`src/rtl/keypad_pkg.sv`:
```
// Shared types and constants for the 4x4 keypad scanner: FSM states, key map, default timing.
package keypad_pkg;

  localparam int SCAN_DIV_DEF     = 50000;
  localparam int DEBOUNCE_CNT_DEF = 20;

  typedef enum logic [1:0] {
    SCAN     = 2'd0,
    DEBOUNCE = 2'd1,
    PRESSED  = 2'd2,
    RELEASE  = 2'd3
  } kstate_e;

  // Nibble {row,col} holds the key code; r0c0 in the LSBs.
  localparam logic [63:0] KEYMAP = 64'hDF0E_C987_B654_A321;

  function automatic logic [3:0] key_lookup(input logic [1:0] r, input logic [1:0] c);
    return KEYMAP[{r, c, 2'b00} +: 4];
  endfunction

  function automatic logic onehot_low(input logic [3:0] s);
    return (s == 4'b1110) || (s == 4'b1101) || (s == 4'b1011) || (s == 4'b0111);
  endfunction

  function automatic logic [1:0] low_index(input logic [3:0] s);
    logic [1:0] idx;
    idx = 2'd0;
    case (s)
      4'b1101: idx = 2'd1;
      4'b1011: idx = 2'd2;
      4'b0111: idx = 2'd3;
      default: idx = 2'd0;
    endcase
    return idx;
  endfunction

endpackage

```
`src/rtl/keypad_scan_tick.sv`:
```
// Free-running scan divider: one-cycle tick every SCAN_DIV clocks.
module scan_tick #(
  parameter int SCAN_DIV = keypad_pkg::SCAN_DIV_DEF
) (
  input  logic ck1,
  input  logic rst,
  output logic tick
);

  localparam int CW = (SCAN_DIV > 1) ? $clog2(SCAN_DIV) : 1;

  logic [CW-1:0] div;

  always_ff @(posedge ck1) begin
    if (rst) begin
      div <= '0;
    end else if (div == CW'(SCAN_DIV - 1)) begin
      div <= '0;
    end else begin
      div <= div + CW'(1);
    end
  end

  assign tick = (div == CW'(SCAN_DIV - 1));

endmodule

```
`src/rtl/keypad_scan.sv`:
```
// 4x4 matrix keypad scanner with press/release debounce and a four-digit key history.
module keypad_scan
  import keypad_pkg::*;
#(
  parameter int SCAN_DIV     = SCAN_DIV_DEF,
  parameter int DEBOUNCE_CNT = DEBOUNCE_CNT_DEF
) (
  input  logic        ck1,
  input  logic        rst,
  input  logic [3:0]  row,
  output logic [3:0]  col,
  output logic [15:0] q,
  output logic [3:0]  key,
  output logic        key_valid
);

  localparam int DW = $clog2(DEBOUNCE_CNT + 2);

  logic [3:0]    row_p0, row_p1;
  logic          tick;
  kstate_e       state, state_n;
  logic [1:0]    cidx, cidx_n;
  logic [3:0]    cap, cap_n;
  logic [DW-1:0] dcnt, dcnt_n, dcnt_inc;
  logic          accept;
  logic [3:0]    kcode;

  scan_tick #(.SCAN_DIV(SCAN_DIV)) u_tick (
    .ck1  (ck1),
    .rst  (rst),
    .tick (tick)
  );

  // Stage p0/p1: two-flop synchronizer for the asynchronous row lines
  always_ff @(posedge ck1) begin
    if (rst) begin
      row_p0 <= 4'hF;
      row_p1 <= 4'hF;
    end else begin
      row_p0 <= row;
      row_p1 <= row_p0;
    end
  end

  assign dcnt_inc = dcnt + DW'(1);
  assign kcode    = key_lookup(low_index(cap), cidx);

  always_comb begin
    state_n = state;
    cidx_n  = cidx;
    cap_n   = cap;
    dcnt_n  = dcnt;
    accept  = 1'b0;
    if (tick) begin
      case (state)
        SCAN: begin
          // Multi-row patterns are ambiguous and treated like an idle column.
          if (onehot_low(row_p1)) begin
            state_n = DEBOUNCE;
            cap_n   = row_p1;
            dcnt_n  = DW'(1);
          end else begin
            cidx_n = cidx + 2'd1;
          end
        end
        DEBOUNCE: begin
          if (row_p1 == cap) begin
            if (dcnt_inc >= DW'(DEBOUNCE_CNT)) begin
              state_n = PRESSED;
              accept  = 1'b1;
              dcnt_n  = '0;
            end else begin
              dcnt_n = dcnt_inc;
            end
          end else begin
            state_n = SCAN;
            cidx_n  = cidx + 2'd1;
            dcnt_n  = '0;
          end
        end
        PRESSED: begin
          if (row_p1 == 4'hF) begin
            state_n = RELEASE;
            dcnt_n  = DW'(1);
          end
        end
        RELEASE: begin
          if (row_p1 != 4'hF) begin
            state_n = PRESSED;
            dcnt_n  = '0;
          end else if (dcnt_inc >= DW'(DEBOUNCE_CNT)) begin
            state_n = SCAN;
            cidx_n  = cidx + 2'd1;
            dcnt_n  = '0;
          end else begin
            dcnt_n = dcnt_inc;
          end
        end
        default: state_n = SCAN;
      endcase
    end
  end

  always_ff @(posedge ck1) begin
    if (rst) begin
      state     <= SCAN;
      cidx      <= 2'd0;
      cap       <= 4'hF;
      dcnt      <= '0;
      q         <= 16'h0000;
      key       <= 4'h0;
      key_valid <= 1'b0;
    end else begin
      state     <= state_n;
      cidx      <= cidx_n;
      cap       <= cap_n;
      dcnt      <= dcnt_n;
      key_valid <= accept;
      if (accept) begin
        key <= kcode;
        q   <= {q[11:0], kcode};
      end
    end
  end

  assign col = ~(4'b0001 << cidx);

endmodule

```
`config.mk`:
```
export PLATFORM = sky130hd
export DESIGN_NAME = keypad_scan
export DESIGN_NICKNAME = d
export VERILOG_FILES = /design/src/rtl/keypad_pkg.sv /design/src/rtl/keypad_scan_tick.sv /design/src/rtl/keypad_scan.sv
export SDC_FILE = /design/constraint.sdc
export NUM_CORES = 1
export LEC_CHECK = 0
export ABC_AREA = 1
export CORE_ASPECT_RATIO = 1.75
export CORE_UTILIZATION = 50
export CTS_CLUSTER_SIZE = 30
export DETAILED_ROUTE_END_ITERATION = 8
export PLACE_DENSITY = 0.8
export SLEW_MARGIN = 20
export SYNTH_ARGS = -nofsm -noshare
export SYNTH_HDL_FRONTEND = slang
export SYNTH_SLANG_ARGS = --single-unit
export TNS_END_PERCENT = 10
```
`constraint.sdc`:
```
create_clock -name ck1 -period 1.9 [get_ports ck1]
set_clock_uncertainty 0.1 [all_clocks]
set_input_delay 0.38 -clock ck1 [delete_from_list [all_inputs] [get_ports ck1]]
set_output_delay 0.38 -clock ck1 [all_outputs]
set_load 0.02 [all_outputs]
```
==> impl_results.md, run 1 <==
* Largest stage delay, worst path at 630 ps
* Hold slack at 314 ps
* Worst r2r dst: q[8]$_SDFFE_PP0P_
* First-pass iteration count of the detailed router at 4
* Number of port buffers at 30
* Cell accounting for the most synthesized area: dfxtp_1
* Max VDD drop at 0.483 mV
* Clock Pin Slew Worst Setup and Hold Paths at ~90 ps
* Routability cong. at 0.860
* Most frequent cells in the layout: nand2_1, nor2_1, dfxtp_1, inv_1, clkdlybuf4s50_1
* Share of cells above drive strength 1 at approximately 16%
* Post-synth top area share at 39.3%
* Setup TNS at 0 ps
* CP Launch Type: flip-flop
* Period utilization at a little over nine tenths
* Post-CTS setup buffers at 0
* Post-DRT Antenna Nets at 0
* Vias in the first global route at 2,302
* Data arrival, critical path at 1340 ps
* Register-to-register setup slack at 180 ps
* Leak at 1.38 nW
* CP Capture Type: output pin
* CP delay by family, top: buffers and inverters
* Wirelength, routed at 5140 um
* Top cells by area, synth: dfxtp_1, nand2_1, nor2_1, inv_1, ha_1
* Total GRT Usage at 19.7%
* Initial core utilization at 52.0%
* Status: finished, final reports clean
* Crit path capture: key[2]
* Root buf cell: clkbuf_8
* Final Non-Filler Cells at 500
* Post-Syn Instances at 391
* Via/cell ratio at between 4 and 5
* WS Path Type: reg2out
* Critical Path Start: q[2]$_SDFFE_PP0P_
* Final Slew Violations at 0
* Setup violators final at 0
* Overall power at 1.88 mW
* Maxcap violations at 0
* Placed insts at a little under 500
* # DRC at 0
* DP Wirelength at 3960 um
* Syn avg cell area at slightly above 7 um2
* Placement Cell Area at 0.00313 mm2
* Worst path required time at roughly 1400 ps
* Commonest non-fill, non-tap cell in the layout: nand2_1
* Worst reg-to-reg path cell count at 9
* Synth Net Count at 406
* RSZ-0062 raised after global routing: false
* Setup ws final at 82.3 ps
* Min Clock Period, post-route at between 1500 and 2000 ps
* Antenna diodes at 0
* H-tree Lvls at 2
* FMAX at about 550 MHz
* CORE AREA at 0.00530 mm2
* Power Dens Cells at about 580 mW/mm2
* Cts repair resizes at 6
* Final instance area at 0.00322 mm2
* Wire per inst at 10.3 um
* Rows at 35
* WP buf/inv at 1
* HP Class: reg2reg
* Overall die height at 100 um
* Clock Tree Buf Depth at 2
* Initial antenna violation count at 0
* Sequential area share after synthesis at approximately 40%
* Clk Latency, worst-skew pair at 300 ps
* Max-slew headroom at 78.1%
* Mapped Area at 0.00275 mm2
* Worst-path maximum fanout at 4
* Fin util at 60.7%
* Vias at 2,438
* Levels on crit path at 1
* Final Net Count at 440
* Hold-fix buffers at CTS at 0
* Crit-path cells: clkdlybuf4s50_1
* Synthesis Warnings at 0
* Critical-path top delay cell: clkdlybuf4s50_1
* CTS Buf Count at 5
* 1st-iter DRT viols at 88
* Worst flop-to-flop path startpoint: u_tick.div[0]$_SDFF_PP0_
* # IOs at 31
* FF+latch count, synth at 54
* Sink Count at 54
* Distinct cells, synth at 33
* Die Span X at 58.1 um
* First-pass GRT wire length at 9090 um
* Pre-CTS WS at 46.4 ps
* Area Overhead vs Synth at 16.8%
* Largest net degree at the start of global routing at 29
* CTS tree: yes
* Final hold vios at 0
* Die area at 0.00582 mm2
* Worst-Margin Slew at between 300 and 400 ps
* Grt total ovfl at 0
[state kept, by name, summed over array words and instances, names as in the netlist]
register,cells
cap,4
cidx,2
dcnt,5
key_valid,1
q,16
row_p0,4
row_p1,4
state,2
u_tick.div,16
[power by group]
group / switching (mW) / internal (mW) / leakage, nW
clock: 0.345 / 0.294 / 0.0482
sequential: 0.00714 / 1.14 / 0.439
combinational: 0.0475 / 0.0365 / 0.893
total: 0.400 / 1.48 / 1.38
[layout make-up]
type	count	area, um2
Tap cell	74	92.6
Clock buffer	7	86.3
Sequential cell	54	1080
Inverter	47	176
Multi-Input combinational cell	277	1410
Clock inverter	1	5.00
Fill cell	497	2080
Timing Repair Buffer	40	363
[per-layer routing]
layer / part of all wire, % / GRT usage, % / wire, um
met5: 0 / 0 / 0
met4: 1.7 / 7.88 / 89
met3: 2.1 / 2.84 / 107
met2: 58 / 41.3 / 2970
met1: 38 / 17.6 / 1960
[kinds of logic (layout without fill, tap and decap cells)]
| group | after synthesis | count (layout) | synth area share [%] |
|---|---|---|---|
| AND/OR/NAND/NOR | 217 | 217 | 36.4 |
| buffers and inverters | 60 | 95 | 9.77 |
| flip-flops | 54 | 54 | 39.3 |
| AO/OA/AOI/OAI | 47 | 47 | 9.18 |
| adder cells (fa/ha/maj) | 9 | 9 | 4.09 |
| XOR/XNOR | 4 | 4 | 1.27 |
[Yosys cell counts]
master,count
buf_2,1
nor2_2,7
nor3_1,3
nor3b_2,1
o21ai_0,21
nand3b_1,2
nand2_2,7
xor2_1,2
or2_2,10
inv_1,37
nand2_1,87
o21a_1,1
nor3b_1,2
buf_6,3
clkbuf_1,3
ha_1,9
nand4_1,6
a21oi_1,13
nor2_1,65
nor2_4,5
xnor2_1,2
nor4_1,1
buf_4,5
o211ai_1,4
o21bai_1,1
a211oi_1,1
nor3_2,1
dfxtp_1,54
inv_2,10
nand3_1,17
o21ai_1,6
nand3_2,3
clkbuf_2,1
[how the worst min path moves through the flow]
stage	cells past startpoint	slack [ps]	to	start
after floorplan	1	290	row_p1[0]$_SDFF_PP1_	row_p0[0]$_SDFF_PP1_
after global placement	1	290	row_p1[3]$_SDFF_PP1_	row_p0[3]$_SDFF_PP1_
after detailed placement	1	300	row_p1[2]$_SDFF_PP1_	row_p0[2]$_SDFF_PP1_
after CTS	1	320	row_p1[2]$_SDFF_PP1_	row_p0[2]$_SDFF_PP1_
after global routing	1	330	row_p1[0]$_SDFF_PP1_	row_p0[0]$_SDFF_PP1_
final	1	310	row_p1[2]$_SDFF_PP1_	row_p0[2]$_SDFF_PP1_
Note: power is estimated with default switching activity, not from simulation.
==> run 2, diff against run 1 <==
- CORE_MARGIN: not set -> 1.5
==> run 2 against run 1 <==
Core utilization grew 0.38 points. Sequential share of layout area shrank 0.17 points. Fmax grew 0.97%. Flip-flop and latch count did not move. Sequential power about the same. Routed wire length is 2.2% lower. Register-to-register slack worse by 30 ps. Clock-buffer cell count is the same. Setup slack improved by 17 ps. First-iteration DRC count fell by 10%. Worst hold slack about the same. Critical endpoint is now col[1].
==> impl_results.md, run 2 (synthesis results as in run 1) <==
* Status: finished, final reports clean
* Setup TNS at 0 ps
* Power Dens Cells at 580 mW/mm2
* Placement Cell Area at about 0.0031 mm2
* Final Slew Violations at 0
* Rows at 35
* Maxcap violations at 0
* Hold slack at approximately 310 ps
* HP Class: reg2reg
* Sink Count at 54
* Clock power frac at 34.2%
* Max VDD drop at between 0.5 and 0.6 mV
* Antenna diodes at 0
* Leak at 1.40 nW
* Logic gate share of total power at under 10%
* Die Span X at roughly 59 um
* CP Launch Type: flip-flop
* Worst-path maximum fanout at 4
* Commonest non-fill, non-tap cell in the layout: nand2_1
* Clock Pin Slew Worst Setup and Hold Paths at 90 ps
* Vias at 2,446
* Clk Latency, worst-skew pair at 300 ps
* 1st-iter DRT viols at 79
* Post-DRT Antenna Nets at 0
* Setup ws final at 99.7 ps
* CTS tree: yes
* Grt total ovfl at 0
* Final hold vios at 0
* Area Overhead vs Synth at 17.5%
* Largest net degree at the start of global routing at 29
* Period utilization at 94.8%
* # IOs at 31
* CTS Buf Count at 5
* Most frequent cells in the layout: nand2_1, nor2_1, dfxtp_1, inv_1, clkdlybuf4s50_1
* Via/cell ratio at 4.90
* RSZ-0062 raised after global routing: false
* Die area at 0.00598 mm2
* Hold-fix buffers at CTS at 0
* Initial core utilization at 52.0%
* Setup violators final at 0
* Internal at between 1 and 1.5 mW
* CORE AREA at about 0.0053 mm2
* DP Wirelength at 3960 um
* Switching pwr at 0.402 mW
* FMAX at 555 MHz
* Root buf cell: clkbuf_8
* Clock Tree Buf Depth at 2
* Share of cells above drive strength 1 at between 15 and 20%
* Pre-CTS WS at 32.5 ps
* Final instance area at roughly 0.0032 mm2
* Biggest regs: q: 16 flops, u_tick.div: 16 flops, dcnt: 5 flops
* Worst-Margin Slew at 342 ps
* Worst path required time at 1420 ps
* Initial antenna violation count at 0
* WS Path Type: reg2out
* Final Non-Filler Cells at 499
* Number of port buffers at 30
* Switch share at 21.4%
* Max-slew headroom at 77.0%
* First-pass GRT wire length at 9030 um
* First-pass iteration count of the detailed router at 4
* Wire per inst at 10.1 um
* Vias in the first global route at 2,295
* Min Clock Period, post-route at 1800 ps
* Routability cong. at about 0.90
* CP Capture Type: output pin
* Wirelength, routed at 5020 um
* Placed insts at 491
* Overall die height at just over 100 um
* Data arrival, critical path at 1320 ps
* Seq pwr share at approximately 61%
* Post-CTS setup buffers at 0
* Fillers at 488
* Total GRT Usage at 19.0%
* Final Net Count at 439
* H-tree Lvls at 2
* # DRC at 0
==> run 2: worst paths after layout <==
kind / startpoint / cells past startpoint / to / slack [ps]
worst max-delay path: cidx[1]$_SDFFE_PP0P_ / 4 / col[1] / 100
worst max register to register: u_tick.div[0]$_SDFF_PP0_ / 9 / q[5]$_SDFFE_PP0P_ / 150
worst min-delay path: row_p0[1]$_SDFF_PP1_ / 1 / row_p1[1]$_SDFF_PP1_ / 310
worst min register to register: row_p0[1]$_SDFF_PP1_ / 1 / row_p1[1]$_SDFF_PP1_ / 310
==> run 2: through the flow <==
| stage | utilization [%] | power, mW |
|---|---|---|
| finish | 61.1 | 1.88 |
| global route | 61.1 | 1.96 |
| CTS | 60.8 | 1.90 |
| detailed placement | 59.1 | 1.26 |
| global placement | 59.1 | 1.26 |
| floorplan | - | 1.23 |
==> run 2: layout make-up <==
type	instances	area (um2)	area share [%]
clock buffer	7	86.3	2.67
inverter	47	176	5.45
tap	74	92.6	2.86
multi-input combinational	277	1410	43.6
clock inverter	1	5.00	0.155
sequential	54	1090	33.6
timing repair buffer	39	379	11.7
==> run 2: timing repair <==
item	CTS	global route
setup endpoints to repair	4	14
cloned	0	0
gates resized for setup	6	8
pin swaps	0	0
==> run 2: per-layer routing <==
metal / routed length, um / track usage (%) / up-vias
li1: - / - / 1287
met1: 1910 / 17.7 / 1101
met2: 2870 / 38.1 / 49
met3: 138 / 3.45 / 9
met4: 100 / 7.52 / 0
met5: 0 / 0 / -
==> run 2: power by group through the flow <==
| stage | registers [mW] | clock network (mW) | logic [mW] |
|---|---|---|---|
| floorplan | 1.18 | 0 | 0.0576 |
| global placement | 1.18 | 0 | 0.0811 |
| detailed placement | 1.18 | 0 | 0.0824 |
| CTS | 1.15 | 0.668 | 0.0828 |
| global route | 1.15 | 0.713 | 0.0958 |
| finish | 1.15 | 0.642 | 0.0830 |
==> run 2: worst max-delay path: stages, from the launching register on <==
cell and delay [ps]:
dfxtp_1 340, inv_1 90, ha_1 190, inv_1 70
dlygate4sd2_1 330
==> run 3, diff against run 2 <==
- CORE_MARGIN: 1.5 -> 8
- GPL_TIMING_DRIVEN: not set -> 0
==> run 3 against run 2 <==
Via count is 0.16% higher. Combinational power about the same. Non-clock buffer count grew 5. Sequential share of layout area up 0.16 points. Largest cell class unchanged.
==> impl_results.md, run 3 (synthesis results as in run 1) <==
* Status: finished, final reports clean
* Clock Pin Slew Worst Setup and Hold Paths at 90 ps
* Min Clock Period, post-route at 1810 ps
* Die Span X at 72.1 um
* Worst path required time at 1420 ps
* Sink Count at 54
* H-tree Lvls at 2
* DP Wirelength at 4370 um
* Levels on crit path at 1
* CP Launch Type: flip-flop
* Vias at about 2.5k
* CTS Buf Count at 5
* Number of port buffers at 30
* HP Class: reg2reg
* Grt met1 use at between 10% and 20%
* Total GRT Usage at 14.1%
* Max VDD drop at approximately 0.43 mV
* Grt total ovfl at 0
* Routability cong. at 0.813
* Critical Path Start: q[1]$_SDFFE_PP0P_
* Crit-path cells: clkdlybuf4s50_1
* 1st-iter DRT viols at 99
* Placed insts at 497
* Worst reg-to-reg path cell count at 7
* Wire per inst at 10.8 um
* First-pass GRT wire length at 9690 um
* Area Overhead vs Synth at 17.0%
* Power Dens Cells at 569 mW/mm2
* Worst-Margin Slew at roughly 440 ps
* Largest stage delay, worst path at roughly 630 ps
* WP buf/inv at 1
* Die area at 0.00823 mm2
* Most Used Layer, Global Route: met2
* CP delay by family, top: buffers and inverters
* Maxcap violations at 0
* Grt met2 use at 29.1%
* Clk Latency, worst-skew pair at a little over 300 ps
* First-pass iteration count of the detailed router at 4
* Worst r2r dst: u_tick.div[5]$_SDFF_PP0_
* CORE AREA at 0.00545 mm2
* Overall die height at 114 um
* Via/cell ratio at 4.85
* Clock Tree Buf Depth at 2
* Crit path capture: key[1]
* Rows at 36
* Overall power at 1.83 mW
* # DRC at 0
* Met3 Usage GRT at 3.16%
* FMAX at 551 MHz
* Worst-path maximum fanout at 4
* Share of cells above drive strength 1 at between 10% and 20%
* Final Non-Filler Cells at around 510
* Final Slew Violations at 0
* Initial antenna violation count at 0
* CP Capture Type: output pin
* Most frequent cells in the layout: nand2_1, nor2_1, dfxtp_1, inv_1, clkdlybuf4s50_1
* CTS tree: yes
* Period utilization at 95.4%
* Biggest regs: q: 16 flops, u_tick.div: 16 flops, dcnt: 5 flops
* Vias in the first global route at ~2.4k
* Hold path startpoint: row_p0[1]$_SDFF_PP1_
* Largest net degree at the start of global routing at 16
* Critical-path top delay cell: clkdlybuf4s50_1
* Commonest non-fill, non-tap cell in the layout: nand2_1
* Antenna diodes at 0
* # IOs at 31
* Max-slew headroom at 70.7%
* Setup violators final at 0
* Fillers at 527
* WS Path Type: reg2out
* Final Net Count at 444
* Leak at 1.40 nW
* Post-DRT Antenna Nets at 0
* Worst flop-to-flop path startpoint: u_tick.div[1]$_SDFF_PP0_
* Initial core utilization at 50.5%
* Wirelength, routed at between 5000 and 6000 um
* Root buf cell: clkbuf_8
* Final hold vios at 0
* Data arrival, critical path at around 1300 ps
* Register-to-register setup slack at 160 ps
* RSZ-0062 raised after global routing: true
## run 3: changes by cell type in the layout (fill, tap and decap cells not counted), moves of 2 or more
cell	delta
buf_4	+2
buf_6	+3
clkbuf_1	+2
clkbuf_2	+4
clkdlybuf4s50_1	-4
nand2_2	+2
## run 3: metrics by stage
step,setup WS [ps],TNS [ps],util [%],instance area [um2],hold WS [ps]
after global routing,-14.1,-24.3,59.1,3220,336
after global placement,-155,-1330,57.8,3150,291
after CTS,-9.95,-9.95,59.1,3220,317
after floorplan,311,0,-,2750,289
after detailed placement,-185,-1710,57.8,3150,294
final,86.7,0,59.1,3220,314
## run 3: how the worst min path moves through the flow
stage | endpoint | cells past startpoint
floorplan | row_p1[0]$_SDFF_PP1_ | 1
global placement | row_p1[2]$_SDFF_PP1_ | 1
detailed placement | row_p1[1]$_SDFF_PP1_ | 1
CTS | row_p1[1]$_SDFF_PP1_ | 1
global route | row_p1[0]$_SDFF_PP1_ | 1
finish | row_p1[1]$_SDFF_PP1_ | 1
## run 3: final cells by class
cell class | count | area (um2) | share of cell area [%]
Multi-Input combinational cell | 277 | 1410 | 43.8
Clock inverter | 2 | 10.0 | 0.311
Buffer | 13 | 92.6 | 2.87
Clock buffer | 5 | 68.8 | 2.14
Tap cell | 76 | 95.1 | 2.95
Sequential cell | 54 | 1090 | 33.7
Inverter | 47 | 176 | 5.48
Timing Repair Buffer | 31 | 282 | 8.74
## run 3: layer usage
layer / vias up / part of all wire (%) / wire length (um)
met3: 6 / 3.8 / 207
li1: 1292 / - / -
met2: 38 / 56 / 3070
met5: - / 0 / 0
met4: 0 / 1.4 / 74
met1: 1114 / 39 / 2110
## run 3: what timing repair did
item                                    CTS  global route
buffers inserted                          0             1
pin swaps                                 0             1
hold buffers                              0             0
cloned                                    0             0
endpoints found under the setup margin    6            35
gates resized for setup                  10            13
## run 3: power breakdown
group	leakage (nW)	switching [mW]	internal, mW
sequential	0.439	0.00703	1.14
combinational	0.915	0.0487	0.0342
clock	0.0438	0.352	0.248
